## src/rtl/seq_det_ctrl_if.sv

```systemverilog
`default_nettype none
// ============================================================================
// Module      : seq_det_ctrl_if
// Description : Word stream handshake for seq_det_ctrl (valid/ready with
//               frame-last qualifier). W must match the controller's W.
// Revision    : 1.0 - initial release
// ============================================================================
interface seq_det_ctrl_if #(
  parameter int W = 8
) ();

  logic         in_valid;
  logic         in_ready;
  logic [W-1:0] in_data;
  logic         in_last;

  // Word source side
  modport master (
    output in_valid,
    output in_data,
    output in_last,
    input  in_ready
  );

  // Controller side
  modport slave (
    input  in_valid,
    input  in_data,
    input  in_last,
    output in_ready
  );

endinterface
`default_nettype wire

```

## src/rtl/seq_det_ctrl.sv

```systemverilog
`default_nettype none
// ============================================================================
// Module      : seq_det_ctrl
// Description : Frame controller for an external serial Moore "1010"
//               detector. Serializes accepted words MSB-first with no gaps
//               inside a frame, clears the detector per frame, counts its
//               pulses (saturating) and flags input underrun.
// Revision    : 1.0 - initial release
// ============================================================================
module seq_det_ctrl #(
  parameter int W     = 8,
  parameter int CNT_W = 8
) (
  input  wire logic        clk,
  input  wire logic        rst,
  seq_det_ctrl_if.slave    s_in,
  output logic             det_rst,
  output logic             det_i,
  input  wire logic        det_y,
  output logic [CNT_W-1:0] match_cnt,
  output logic             frame_done,
  output logic             err,
  output logic             busy
);

  localparam int BCW = (W > 1) ? $clog2(W) : 1;
  localparam logic [BCW-1:0] C_BIT_LAST = BCW'(W - 1);

  typedef enum logic [2:0] {
    IDLE  = 3'd0,
    CLR   = 3'd1,
    SHIFT = 3'd2,
    DRAIN = 3'd3,
    DONE  = 3'd4
  } state_t;

  state_t             state_q, state_d;
  logic [W-1:0]       sreg_q, sreg_d;
  logic               last_q, last_d;
  logic [BCW-1:0]     bitcnt_q, bitcnt_d;
  logic               bit_q, bit_d;
  logic [CNT_W-1:0]   match_cnt_q, match_cnt_d;
  logic               err_q, err_d;
  logic               in_ready_w;

  // State and datapath registers; async reset returns everything to idle
  always_ff @(posedge clk or posedge rst) begin
    if (rst) begin
      state_q     <= IDLE;
      sreg_q      <= '0;
      last_q      <= 1'b0;
      bitcnt_q    <= '0;
      bit_q       <= 1'b0;
      match_cnt_q <= '0;
      err_q       <= 1'b0;
    end else begin
      state_q     <= state_d;
      sreg_q      <= sreg_d;
      last_q      <= last_d;
      bitcnt_q    <= bitcnt_d;
      bit_q       <= bit_d;
      match_cnt_q <= match_cnt_d;
      err_q       <= err_d;
    end
  end

  // Next-state, serializer, match counting and per-state outputs
  always_comb begin
    state_d     = state_q;
    sreg_d      = sreg_q;
    last_d      = last_q;
    bitcnt_d    = bitcnt_q;
    err_d       = err_q;
    match_cnt_d = match_cnt_q;
    bit_d       = 1'b0;
    in_ready_w  = 1'b0;
    det_i       = 1'b0;
    frame_done  = 1'b0;

    // The detector output reflects the bit driven one cycle earlier, so only
    // pulses following a real frame bit are counted.
    if (bit_q && det_y && (match_cnt_q != '1)) begin
      match_cnt_d = match_cnt_q + 1'b1;
    end

    case (state_q)
      IDLE: begin
        in_ready_w = 1'b1;
        if (s_in.in_valid) begin
          sreg_d  = s_in.in_data;
          last_d  = s_in.in_last;
          state_d = CLR;
        end
      end

      CLR: begin
        match_cnt_d = '0;
        err_d       = 1'b0;
        bitcnt_d    = C_BIT_LAST;
        state_d     = SHIFT;
      end

      SHIFT: begin
        det_i    = sreg_q[W-1];
        bit_d    = 1'b1;
        sreg_d   = {sreg_q[W-2:0], 1'b0};
        bitcnt_d = bitcnt_q - 1'b1;
        if (bitcnt_q == '0) begin
          if (last_q) begin
            state_d = DRAIN;
          end else begin
            // Next word may only join the stream on the final bit so the
            // serial output stays gap-free; otherwise the frame is aborted.
            in_ready_w = 1'b1;
            if (s_in.in_valid) begin
              sreg_d   = s_in.in_data;
              last_d   = s_in.in_last;
              bitcnt_d = C_BIT_LAST;
            end else begin
              err_d   = 1'b1;
              state_d = DRAIN;
            end
          end
        end
      end

      DRAIN: begin
        state_d = DONE;
      end

      DONE: begin
        frame_done = 1'b1;
        state_d    = IDLE;
      end

      default: begin
        state_d = IDLE;
      end
    endcase
  end

  assign s_in.in_ready = in_ready_w & ~rst;
  assign det_rst       = rst | (state_q == CLR);
  assign busy          = (state_q != IDLE);
  assign match_cnt     = match_cnt_q;
  assign err           = err_q;

endmodule
`default_nettype wire
```

## src/flat_wrapper.sv

```systemverilog
// flat-port wrapper written by rule: the top's interface ports become plain ports
module seq_det_ctrl_flat 
#(
  parameter int W     = 8,
  parameter int CNT_W = 8
)
  (clk, rst, det_rst, det_i, det_y, match_cnt, frame_done, err, busy, s_in_in_valid, s_in_in_data, s_in_in_last, s_in_in_ready);
  seq_det_ctrl_if #(.W(W)) s_in_i ();
  input  wire logic clk;
  input  wire logic rst;
  output logic det_rst;
  output logic det_i;
  input  wire logic det_y;
  output logic [CNT_W-1:0] match_cnt;
  output logic frame_done;
  output logic err;
  output logic busy;
  input wire logic [$bits(s_in_i.in_valid)-1:0] s_in_in_valid;
  input wire logic [$bits(s_in_i.in_data)-1:0] s_in_in_data;
  input wire logic [$bits(s_in_i.in_last)-1:0] s_in_in_last;
  output wire logic [$bits(s_in_i.in_ready)-1:0] s_in_in_ready;
  assign s_in_i.in_valid = s_in_in_valid;
  assign s_in_i.in_data = s_in_in_data;
  assign s_in_i.in_last = s_in_in_last;
  assign s_in_in_ready = s_in_i.in_ready;
  seq_det_ctrl #(.W(W), .CNT_W(CNT_W)) u_core (.clk(clk), .rst(rst), .s_in(s_in_i), .det_rst(det_rst), .det_i(det_i), .det_y(det_y), .match_cnt(match_cnt), .frame_done(frame_done), .err(err), .busy(busy));
endmodule
```

## config.mk

```make
export PLATFORM = sky130hd
export DESIGN_NAME = seq_det_ctrl_flat
export DESIGN_NICKNAME = d
export VERILOG_FILES = /design/src/rtl/seq_det_ctrl_if.sv /design/src/rtl/seq_det_ctrl.sv /design/src/flat_wrapper.sv
export SDC_FILE = /design/constraint.sdc
export NUM_CORES = 1
export LEC_CHECK = 0
export CAP_MARGIN = 5
export CORE_MARGIN = 2
export CORE_UTILIZATION = 51
export CTS_CLUSTER_DIAMETER = 50
export DETAILED_ROUTE_END_ITERATION = 7
export HOLD_SLACK_MARGIN = 0.15
export PLACE_DENSITY = 0.84
export SYNTH_ARGS = -nofsm -noshare
export SYNTH_HDL_FRONTEND = slang
export SYNTH_SLANG_ARGS = --single-unit
```

## constraint.sdc

```tcl
create_clock -name clk -period 1.69 [get_ports clk]
set_input_delay 0.169 -clock clk [delete_from_list [all_inputs] [get_ports clk]]
set_output_delay 0.169 -clock clk [all_outputs]
set_load 0.03 [all_outputs]
```

# Yosys cells after proc, flatten, opt, wreduce, memory -nomap -nowiden
# Index checks and enable logic that the tools add are counted.
dict set report word_totals {
  ff_bits 25
  out_inout_bits 14
  elab_cells 65
}
dict set report classes {
  reduce_logical 12
  n_eq_ne 10
  n_addsub 2
  n_mux 31
  bitwise_logic 3
}
# cell count
set op_table {}
lappend op_table {{8-bit two-way mux} 6}
lappend op_table {{3-bit two-way mux} 7}
lappend op_table {{8-bit case mux with 2 select lines} 1}
lappend op_table {{1-bit two-way mux} 12}
lappend op_table {{3-bit case mux with 4 select lines} 1}
lappend op_table {{8-bit by 1-bit adder with 8-bit output (second input constant)} 1}
lappend op_table {{8-bit != test (second input constant)} 1}
lappend op_table {{3-bit by 2-bit == test with 1-bit output (second input constant)} 2}
lappend op_table {{3-bit zero test} 2}
lappend op_table {{2-bit != test (second input constant)} 3}
lappend op_table {{1-bit case mux with 2 select lines} 3}
lappend op_table {{3-bit case mux with 2 select lines} 1}
lappend op_table {{3-bit AND reduction} 2}
lappend op_table {{2-bit nonzero test} 3}
lappend op_table {{4-bit AND reduction} 1}
lappend op_table {{3-bit by 1-bit == test with 1-bit output (second input constant)} 1}
lappend op_table {{3-bit == test (second input constant)} 1}
lappend op_table {{3-bit by 2-bit != test with 1-bit output (second input constant)} 1}
lappend op_table {{3-bit nonzero test} 1}
lappend op_table {{3-bit by 1-bit subtractor with 3-bit output (second input constant)} 1}
lappend op_table {{1-bit logical AND} 2}
lappend op_table {{2-bit by 1-bit != test with 1-bit output (second input constant)} 1}
lappend op_table {{2-bit AND reduction} 1}
lappend op_table {{1-bit AND} 1}
lappend op_table {{2 further kinds} 2}

# Depth between registers and ports, before layout
dict set report depth {
  ltp_word 5
  ltp_mapped 7
  ltp_nobuf 5
}

# Least setup slack after synthesis
# No wires, ideal clock.
dict set report synth_timing {
  path_kind {flip-flop to output port}
  startpoint {register u_core.state_q[2]}
  endpoint {output s_in_in_ready}
  path_slack_ps -96
  stages_incl_launch_ff 5
  n_path_buf 2
  t_required_ps 1521
  arrival_time_ps 1617
  path_cell_list {dfrtp_1 -> buf_2 -> or2_1 -> clkbuf_1 -> nor3_1}
}
dict set report synth_via {
  elab_chain_cells 3
}
# element line
set synth_lines {}
lappend synth_lines {{start: declaration} seq_det_ctrl.sv:37} ;# state_t state_q, state_d;
lappend synth_lines {{start signal: assignment} seq_det_ctrl.sv:57} ;# state_q <= state_d;
lappend synth_lines {{3-bit by 2-bit == test with 1-bit output or 3-bit zero test (tied branches)} seq_det_ctrl.sv:86} ;# case (state_q)
lappend synth_lines {{1-bit case mux with 2 select lines *} seq_det_ctrl.sv:86}
lappend synth_lines {{1-bit AND *} seq_det_ctrl.sv:142} ;# assign s_in.in_ready = in_ready_w & ~rst;
lappend synth_lines {{end: declaration} flat_wrapper.sv:21} ;# output wire logic [$bits(s_in_i.in_ready)-1:0] s_in_in_ready;
# Every way passes the cells marked *; elsewhere a longest branch is shown, timed or not.

# Worst setup path in the final report
dict set report layout_timing {
  startpoint {register u_core.bitcnt_q[1]}
  endpoint {output s_in_in_ready}
}
dict set report layout_via {
  elab_chain_cells 4
}
# element line
set layout_lines {}
lappend layout_lines {{start: declaration} seq_det_ctrl.sv:40} ;# logic [BCW-1:0] bitcnt_q, bitcnt_d;
lappend layout_lines {{start signal: assignment} seq_det_ctrl.sv:60} ;# bitcnt_q <= bitcnt_d;
lappend layout_lines {{3-bit zero test} seq_det_ctrl.sv:108} ;# if (bitcnt_q == '0) begin
lappend layout_lines {{1-bit two-way mux} seq_det_ctrl.sv:108}
lappend layout_lines {{1-bit case mux with 2 select lines} seq_det_ctrl.sv:86}
lappend layout_lines {{1-bit AND} seq_det_ctrl.sv:142}
# Every way passes these cells.

==> flow_summary.ini <==
[die]
die_w_microns = 57.12
coreArea_sq_mm = 0.002710
count_of_standard_cell_rows = 19
fp.dieH_microns = 57.12
ios = 27
fp.dieArea_sq_mm = 0.003262
floorplan.initialDensity = 0.5309

[sta]
post-route-min-period_ps = 1736
final_hold_violating_endpoints = 0
finalWorstSetupSlack_ps = -45.76
finalMaxSlewViolations = 0
setup_viol = 1
grt_setup_unrepaired = true
max_clock_freq_mhz = 576.1
slew-limit-headroom = 0.7666
fin_crit_sh = 1.027
timing.clock.skew_ps = 7.916
worstMarginPinSlew_ps = 348.1
setup_tns_ps = -45.76

[clock_tree]
clkSlewWorstSetupHoldPaths_ps = 140
cts_tree = yes
cts_buffers = 3
clock_sink_count = 25
cts.hold.buffers_added = 0
clockRootBuffer = sky130_fd_sc_hd__clkbuf_4
worstSkewPairLatency_ps = 330
cts_buffer_depth = 2
cts-htree-levels = 1

[place]
detailedPlace.worstSlack_ps = 19.05
globalplace.congestion = 0.8819
dp_hpwl_microns = 2317
placement.io_buffers = 26

[routing]
vias_per_cell = 6.005
drt_first_pass_iters = 4
detailedRoute.firstIterationViolations = 38
routed_wl_microns = 3555
met1Wirelength_microns = 1414
routed_wire_length_per_instance_microns = 16.16
metal2_wl_microns = 1925
dr_total_vias = 1321
drcViolationCount = 0
route.top_layer_used = met4
met3_wl_post_dr_microns = 150
detail_route_antenna_nets = 0

[yosys]
syn_area_sq_mm = 0.001439
ff_latch_count_synth = 25
synthArstFlopShare = 1.000
postSynth.topFlopCell = sky130_fd_sc_hd__dfrtp_1
syn-instance-count = 147
synth_sequential_area_ratio = 0.4348
yosys_warnings = 0
synth-edff-count = 0
synth.net_count = 163
synth.avg_cell_area_sq_um = 9.788
synth.distinct_cells = 40

[pwr]
ir_worst_vdd_uv = 1204
power.density_mw_per_mm2 = 1657
totalPowerFinal_w = 0.003212
static-leakage-power_nw = 0.9104

[critical_path]
startpoint = u_core.bitcnt_q[1]
crit_required_ps = 1520
critical_path.startpoint_type = register
critical_path_class = reg2out
critical_path_peak_fanout = 2
worst_setup_path_end_kind = output pin
cp.arrival_ps = 1570
rr_startpoint = u_core.match_cnt[0]

[grt]
antenna_found_initial = 0
grt_max_degree = 26
grtUsageTotal = 0.2210
grt_pass1_vias = 1270
globalRouteOverflowTotal = 0
grt_pass1_wl_microns = 5637

[status]
run_status = complete, but fails checks
failed_checks = setup timing

[final_layout]
flow.area_growth_from_synthesis_pct = 34.70
count_of_fill_cells_added_during_filler_insertion = 193
num_antenna_cells = 0
layout-drive-gt1-share = 0.2646
sequential_cell_area_sq_um = 625.6
most_frequent_standard_cell_in_the_layout_excluding_fill_and_tap_cells = sky130_fd_sc_hd__dfrtp_1
layout.nets = 206
multiInputGateArea_sq_um = 757.0
mostFrequentLayoutCells = sky130_fd_sc_hd__dfrtp_1, sky130_fd_sc_hd__buf_4, sky130_fd_sc_hd__clkdlybuf4s50_1

[worst_hold_path]
hold_path.class = in2async

[run]
drv_cap = 0
==> through the flow <==
| stage | cells | hold WS (ps) | cell area [sq um] | utilization |
|---|---|---|---|---|
| floorplan | 147 | 204.6 | 1444 | - |
| global placement | 206 | 478.0 | 1772 | 0.6537 |
| detailed placement | 206 | 494.3 | 1772 | 0.6537 |
| CTS | 215 | 300.1 | 1871 | 0.6902 |
| global route | 220 | 380.8 | 1938 | 0.7151 |
| finish | 220 | 343.3 | 1938 | 0.7151 |
==> registers in the layout, indices dropped and copies added (netlist names) <==
signal / count
u_core.bit_q: 1
u_core.last_q: 1
u_core.state_q: 3
u_core.bitcnt_q: 3
u_core.err: 1
u_core.sreg_q: 8
u_core.match_cnt: 8
==> cells in the mapped netlist (4+ instances only) <==
library cell	number	area, sq um
sky130_fd_sc_hd__a31oi_1	4	25.02
sky130_fd_sc_hd__o311ai_2	7	113.9
sky130_fd_sc_hd__buf_2	6	30.03
sky130_fd_sc_hd__nand3_1	10	50.05
sky130_fd_sc_hd__o21ai_0	4	20.02
sky130_fd_sc_hd__inv_1	16	60.06
sky130_fd_sc_hd__mux2i_1	4	40.04
sky130_fd_sc_hd__dfrtp_1	25	625.6
sky130_fd_sc_hd__nor3b_1	5	37.54
sky130_fd_sc_hd__nor2_1	5	18.77
sky130_fd_sc_hd__nand2_1	10	37.54
sky130_fd_sc_hd__o21ai_1	7	35.03
==> report_power, final <==
group	switching, W	internal [W]	total (W)	leakage (nW)
sequential	0.000176	0.000825	0.00100	0.312
clock	0.000189	0.0000889	0.000278	0.0177
combinational	0.00103	0.000898	0.00193	0.581
total	0.00140	0.00181	0.00321	0.910
==> area by class of cell <==
| type | instances | area share |
|---|---|---|
| clock buffers | 3 | 0.01162 |
| well taps | 31 | 0.02001 |
| flip-flops and latches | 25 | 0.3228 |
| inverters | 16 | 0.03099 |
| clock inverters | 1 | 0.002582 |
| multi-input cells | 97 | 0.3906 |
| repair buffers | 47 | 0.2214 |
==> cells by family (layout without fill, tap and decap cells) <==
| kind of cell | count (synthesis) | after routing | share of synthesized area |
|---|---|---|---|
| AOI/OAI and AO/OA | 38 | 38 | 0.2235 |
| xor gates and xnor gates | 1 | 1 | 0.006088 |
| adders and majority gates | 3 | 3 | 0.02609 |
| buffers and inverters | 25 | 67 | 0.07566 |
| DFF | 25 | 25 | 0.4348 |
| muxes | 5 | 5 | 0.03565 |
| and+or+nand+nor | 50 | 50 | 0.1983 |
==> repair_timing <==
action,4_1_cts,5_1_grt
pin swaps,2,3
setup endpoints to repair,7,8
gates resized for setup,18,15
buffers inserted,5,4
gates cloned,0,1
==> layer usage <==
layer,up-vias,track usage
li1,615,-
met4,0,0.08306
met1,650,0.2628
met3,9,0.02268
met5,-,0
met2,47,0.4089
==> worst max-delay path, stage by stage, from the launching register on <==
cell and delay, ps:
sky130_fd_sc_hd__dfrtp_1 410, sky130_fd_sc_hd__inv_2 90, sky130_fd_sc_hd__ha_4 130, sky130_fd_sc_hd__nor3b_4 230, sky130_fd_sc_hd__nor2b_2 90, sky130_fd_sc_hd__nor3_4 140
sky130_fd_sc_hd__buf_6 150
==> path summary, 6_finish.rpt <==
check,endpoint,slack [ps],depth (start not counted)
min,u_core.match_cnt[3],340,3
min in group clk,u_core.sreg_q[0],390,3
max,s_in_in_ready,-50,6
min reg2reg,u_core.sreg_q[2],530,2
max in group asynchronous,u_core.bitcnt_q[0],1090,3
max reg2reg,u_core.match_cnt[5],120,4
No activity file was read; power rests on OpenSTA's default activity.
